--- src/rtl/branch_predictor.sv ---
// rtl/branch_predictor.sv - direct-mapped BTB with 2-bit direction counters
// Zero-latency fetch lookup, trained by resolved conditional branches from EX.
module branch_predictor #(
  parameter  int ENTRIES = 16,
  localparam int INDEX_W = $clog2(ENTRIES),
  localparam int TAG_W   = 30 - INDEX_W
) (
  input  logic        clk,
  input  logic        rst,
  input  logic [31:0] if_pc,
  output logic        branch_predict_hit,
  output logic        branch_prediction,
  output logic [31:0] predicted_target,
  input  logic        upd_valid,
  input  logic [31:0] upd_pc,
  input  logic        upd_taken,
  input  logic [31:0] upd_target,
  input  logic        upd_mispredict,
  output logic [31:0] br_count,
  output logic [31:0] mispredict_count
);

  localparam logic [1:0] CTR_WNT = 2'b01;
  localparam logic [1:0] CTR_WT  = 2'b10;

  logic             valid_q  [ENTRIES];
  logic [TAG_W-1:0] tag_q    [ENTRIES];
  logic [31:0]      target_q [ENTRIES];
  logic [1:0]       ctr_q    [ENTRIES];

  logic [31:0] br_count_q;
  logic [31:0] mispredict_count_q;

  logic [INDEX_W-1:0] if_idx;
  logic [TAG_W-1:0]   if_tag;
  logic [INDEX_W-1:0] upd_idx;
  logic [TAG_W-1:0]   upd_tag;
  logic               if_hit;
  logic               upd_hit;

  // Word-aligned PCs: the two low bits carry no information.
  logic unused_pc_bits;
  assign unused_pc_bits = &{1'b0, if_pc[1:0], upd_pc[1:0]};

  assign if_idx  = if_pc[INDEX_W+1:2];
  assign if_tag  = if_pc[31:INDEX_W+2];
  assign upd_idx = upd_pc[INDEX_W+1:2];
  assign upd_tag = upd_pc[31:INDEX_W+2];

  assign if_hit  = valid_q[if_idx] && (tag_q[if_idx] == if_tag);
  assign upd_hit = valid_q[upd_idx] && (tag_q[upd_idx] == upd_tag);

  // Lookup reads registered state only, so a same-cycle update is not bypassed.
  assign branch_predict_hit = if_hit;
  assign branch_prediction  = if_hit & ctr_q[if_idx][1];
  assign predicted_target   = if_hit ? target_q[if_idx] : 32'd0;

  assign br_count         = br_count_q;
  assign mispredict_count = mispredict_count_q;

  function automatic logic [1:0] ctr_step(input logic [1:0] c, input logic taken);
    if (taken) begin
      return (c == 2'b11) ? c : c + 2'd1;
    end
    return (c == 2'b00) ? c : c - 2'd1;
  endfunction

  always_ff @(posedge clk) begin
    if (rst) begin
      for (int i = 0; i < ENTRIES; i++) begin
        valid_q[i]  <= 1'b0;
        tag_q[i]    <= '0;
        target_q[i] <= 32'd0;
        ctr_q[i]    <= CTR_WNT;
      end
    end else if (upd_valid) begin
      if (upd_hit) begin
        ctr_q[upd_idx] <= ctr_step(ctr_q[upd_idx], upd_taken);
        if (upd_taken) begin
          target_q[upd_idx] <= upd_target;
        end
      end else if (upd_taken) begin
        // Taken miss evicts whatever lives at this index.
        valid_q[upd_idx]  <= 1'b1;
        tag_q[upd_idx]    <= upd_tag;
        target_q[upd_idx] <= upd_target;
        ctr_q[upd_idx]    <= CTR_WT;
      end
    end
  end

  always_ff @(posedge clk) begin
    if (rst) begin
      br_count_q         <= 32'd0;
      mispredict_count_q <= 32'd0;
    end else if (upd_valid) begin
      br_count_q <= br_count_q + 32'd1;
      if (upd_mispredict) begin
        mispredict_count_q <= mispredict_count_q + 32'd1;
      end
    end
  end

endmodule

--- config.mk ---
export PLATFORM = sky130hd
export DESIGN_NAME = branch_predictor
export DESIGN_NICKNAME = d
export VERILOG_FILES = /design/src/rtl/branch_predictor.sv
export SDC_FILE = /design/constraint.sdc
export NUM_CORES = 2
export LEC_CHECK = 0
export BUFFER_PORTS_ARGS = -buffer_cell sky130_fd_sc_hd__buf_2
export CORE_MARGIN = 2
export CORE_UTILIZATION = 40
export DETAILED_ROUTE_END_ITERATION = 8
export SLEW_MARGIN = 20
export SYNTH_ARGS = -nofsm -noshare
export SYNTH_HDL_FRONTEND = slang
export SYNTH_SLANG_ARGS = --single-unit
--- constraint.sdc ---
create_clock -name clk -period 7.45 [get_ports clk]
set_input_delay 1.49 -clock clk [delete_from_list [all_inputs] [get_ports clk]]
set_output_delay 1.49 -clock clk [all_outputs]
set_load 0.005 [all_outputs]
==> flow_metrics.py <==
metrics = {
    "grt": {
        "grt_remaining_overflow": 0,
        "grt_pass1_wl_um": 230500,
        "grt_pass1_vias": 32148,
        "grt_antenna_before_repair": 26,
        "grt_start_max_net_pins": 259,
        "groute.usage.overall_pct": 24.12,
    },
    "synthesis": {
        "yosysWarningCount": 0,
        "synth-edff-count": 960,
        "synth_top_area_share_pct": 55.59,
        "synth_nets": 3610,
        "proportion_of_synthesized_flip_flops_having_asynchronous_set_or_reset_pct": 0,
        "synth_common_cells": "960 x sky130_fd_sc_hd__edfxtp_1, 555 x sky130_fd_sc_hd__and2_1, 418 x sky130_fd_sc_hd__and3_1",
        "synth_area_leader_cell": "sky130_fd_sc_hd__edfxtp_1",
        "synth_area_per_cell_um2": 14.79,
        "yosys.cell_types.count": 64,
        "yosys_most_used_dff": "sky130_fd_sc_hd__edfxtp_1",
        "postSynthCellCount": 3507,
        "ys_ff_latch": 1040,
        "yosysMostFrequentCell": "sky130_fd_sc_hd__edfxtp_1",
        "post_synth_instance_area_mm2": 0.05185,
        "synth_sequential_area_ratio_pct": 58.68,
        "netlist_top_cells_area": "sky130_fd_sc_hd__edfxtp_1 56%, sky130_fd_sc_hd__mux4_2 16%, sky130_fd_sc_hd__and2_1 6.7%",
    },
    "critical_path": {
        "worst_setup_path_startpoint": "if_pc[2]",
        "setup.worst_path.class": "in2out",
        "reg2reg_setup_slack_ns": 2.94,
        "cp.buffers_inverters": 4,
        "critical_path.cell_chain": "buf_8, buf_12, mux4_2, mux4_2, xnor2_1, nand4_1, nor3_2, buf_4, and3_1, buf_2",
        "path_common_cell": "sky130_fd_sc_hd__mux4_2",
        "worst_setup_path_end_kind": "output pin",
        "largest_stage_delay_on_the_critical_path_ns": 0.53,
        "setup.worst_path.start_class": "primary input",
        "cp_top_family": "buffers and inverters",
        "timing.rr.start": "tag_q[4][21]",
        "slowest_cell_on_the_critical_path": "sky130_fd_sc_hd__mux4_2",
        "worst-endpoint-required_ns": 5.96,
        "critPathMaxFanout": 37,
        "critical_path_arrival_ns": 5.19,
    },
    "clock_network": {
        "clock_pin_slew_reported_for_the_worst_setup_and_hold_paths_after_clock_tree_synthesis_ns": 0.06,
        "cts_buffers": 114,
        "postCtsHoldBufs": 0,
        "max-clock-path-buffers": 3,
        "count_of_buffers_added_by_post_cts_timing_repair_for_setup": 0,
        "numClockSinks": 1040,
        "htreeDepth": 3,
        "post_cts_resized": 0,
        "clock_insertion_delay_worst_skew_ns": 0.78,
        "cts_tree": "built",
        "cts.root.buffer_cell": "sky130_fd_sc_hd__clkbuf_16",
    },
    "routing": {
        "detail_route.first_pass.iterations": 6,
        "route.vias.total": 32237,
        "post_route_drc_violation_count": 0,
        "ant_nets": 0,
        "routed_wire_length_per_instance_um": 29.80,
        "drt_wl_total_um": 161300,
        "initialDrtViolationCount": 3977,
        "routed_via_density": 5.955,
    },
    "final_layout": {
        "synthToLayoutAreaGrowth_pct": 12.91,
        "footprint_of_the_multi_input_gates_mm2": 0.01996,
        "layout-drive-gt1-share_pct": 25.29,
        "sequential_cell_area_mm2": 0.03043,
        "finish.instance_area_mm2": 0.05855,
        "fillers": 11408,
        "nNetsFinal": 3668,
    },
    "worst_hold_path": {
        "holdCritStartpoint": "valid_q[1]",
        "hp-class": "reg2reg",
    },
    "place": {
        "placement.cell_area_mm2": 0.05480,
        "dp_hpwl_um": 92720,
        "io_buffer_count": 194,
        "dpl_worst_slack_ns": 0.8252,
        "gp_routability_congestion": 0.8885,
    },
    "timing": {
        "finalCritPeriodShare_pct": 89.72,
        "timing_hold_violations_final": 0,
        "finClkSkew_ns": 0.07882,
        "timing.fmax_mhz": 149.6,
        "final_period_minus_worst_setup_slack_ns": 6.684,
        "max_slew_margin_pct": 23.21,
        "least_margin_pin_slew_ns": 1.152,
        "setup_repair_after_global_routing_missed_its_margin": "false",
        "final_critical_path_setup_slack_ns": 0.7656,
        "total_neg_setup_slack_ns": 0,
        "slew_viol_final": 0,
        "setup_viol": 0,
    },
    "die": {
        "initial_cell_density_of_the_core_pct": 40.15,
        "floorplan.die.height_um": 364.1,
        "floorplan.die_area_mm2": 0.1325,
        "core_region_area_mm2": 0.1292,
        "num_rows": 132,
        "design.portCount": 199,
        "chipWidth_um": 364.1,
    },
    "power": {
        "p_leak_nw": 21.87,
        "pwr_density_cell_mw_per_mm2": 234.6,
        "finalPower_mw": 13.73,
        "peak_supply_drop_uv": 211.5,
    },
    "job": {
        "drv.max_cap_violation_count": 0,
    },
    "run_status": {
        "run_status": "complete, no violations",
    },
}
-- final timing paths --
| path | endpoint | cells past startpoint |
|---|---|---|
| worst max-delay path | predicted_target[4] | 10 |
| worst min-delay path | valid_q[1] | 1 |
| worst max register to register | ctr_q[1][0] | 10 |
| worst min register to register | valid_q[1] | 1 |
-- logic make-up after synthesis --
kind of cell / count (synthesis) / share of synthesized area, %
AO/OA/AOI/OAI: 188 / 2.439
XOR/XNOR: 120 / 2.027
adder cells (fa/ha/maj): 2 / 0.04825
buffers and inverters: 383 / 3.458
flip-flops: 1040 / 58.68
multiplexers: 496 / 18.62
AND/OR/NAND/NOR: 1278 / 14.73
-- cell usage in the layout (no fill, tap or decap), types with 13 or more instances in the layout --
cell                        instances
sky130_fd_sc_hd__edfxtp_1         960
sky130_fd_sc_hd__and2_1           555
sky130_fd_sc_hd__and3_1           418
sky130_fd_sc_hd__mux4_2           373
sky130_fd_sc_hd__buf_2            187
sky130_fd_sc_hd__clkbuf_16        114
sky130_fd_sc_hd__mux2i_1          104
sky130_fd_sc_hd__buf_4             96
sky130_fd_sc_hd__dfxtp_1           80
sky130_fd_sc_hd__nor2_1            74
sky130_fd_sc_hd__xnor2_1           69
sky130_fd_sc_hd__nand2_1           52
sky130_fd_sc_hd__xor2_1            51
sky130_fd_sc_hd__a21oi_1           37
sky130_fd_sc_hd__clkbuf_1          34
sky130_fd_sc_hd__o21bai_1          32
sky130_fd_sc_hd__nand4_1           28
sky130_fd_sc_hd__nand3_1           27
sky130_fd_sc_hd__clkinv_2          23
sky130_fd_sc_hd__buf_12            23
sky130_fd_sc_hd__clkinv_1          22
sky130_fd_sc_hd__nor3_1            20
sky130_fd_sc_hd__a22oi_1           20
sky130_fd_sc_hd__mux2_2            19
sky130_fd_sc_hd__or2_2             17
sky130_fd_sc_hd__nor2b_1           16
sky130_fd_sc_hd__nor4_1            16
sky130_fd_sc_hd__o21ai_4           16
sky130_fd_sc_hd__a21o_1            16
sky130_fd_sc_hd__nor2_4            16
sky130_fd_sc_hd__o21ai_0           14
sky130_fd_sc_hd__o22ai_1           13
-- registers in the layout (all words and copies together) (netlist names) --
name              count
br_count             32
ctr_q                32
tag_q               416
target_q            512
mispredict_count     32
valid_q              16
-- routing by layer --
layer / wire, µm / vias to the layer above / GRT usage, % / part of all wire [%]
met1: 65760 / 16839 / 32.95 / 41
met4: 5283 / 30 / 8.232 / 3.3
met3: 13630 / 335 / 4.638 / 8.5
met2: 76440 / 1495 / 38.70 / 47
li1: - / 13538 / - / -
met5: 177 / - / 0 / 0.11
-- through the flow --
stage | std cells | hold slack, ns | util [%]
global route | 5408 | 0.4972 | 45.32
detailed placement | 5190 | 0.4608 | 42.43
global placement | 5189 | 0.4586 | 42.42
floorplan | 3507 | 0.4381 | -
CTS | 5406 | 0.4780 | 45.30
finish | 5413 | 0.4783 | 45.33
-- cell type report --
type                       instances  area share, %
tap                             1742          3.723
clock buffer                     150          5.137
clock inverter                    66          1.190
multi-input combinational       2084          34.10
inverter                          13        0.08334
sequential                      1040          51.97
timing repair buffer             312          3.772
antenna                            6        0.02564
-- power breakdown --
part	total [mW]	leakage, nW	switching [mW]	internal (mW)
combinational	1.31	10.3	0.764	0.548
clock	5.65	1.79	2.48	3.17
sequential	6.77	9.80	0.113	6.66
total	13.7	21.9	3.35	10.4
Power figures use the tool's default switching activity.
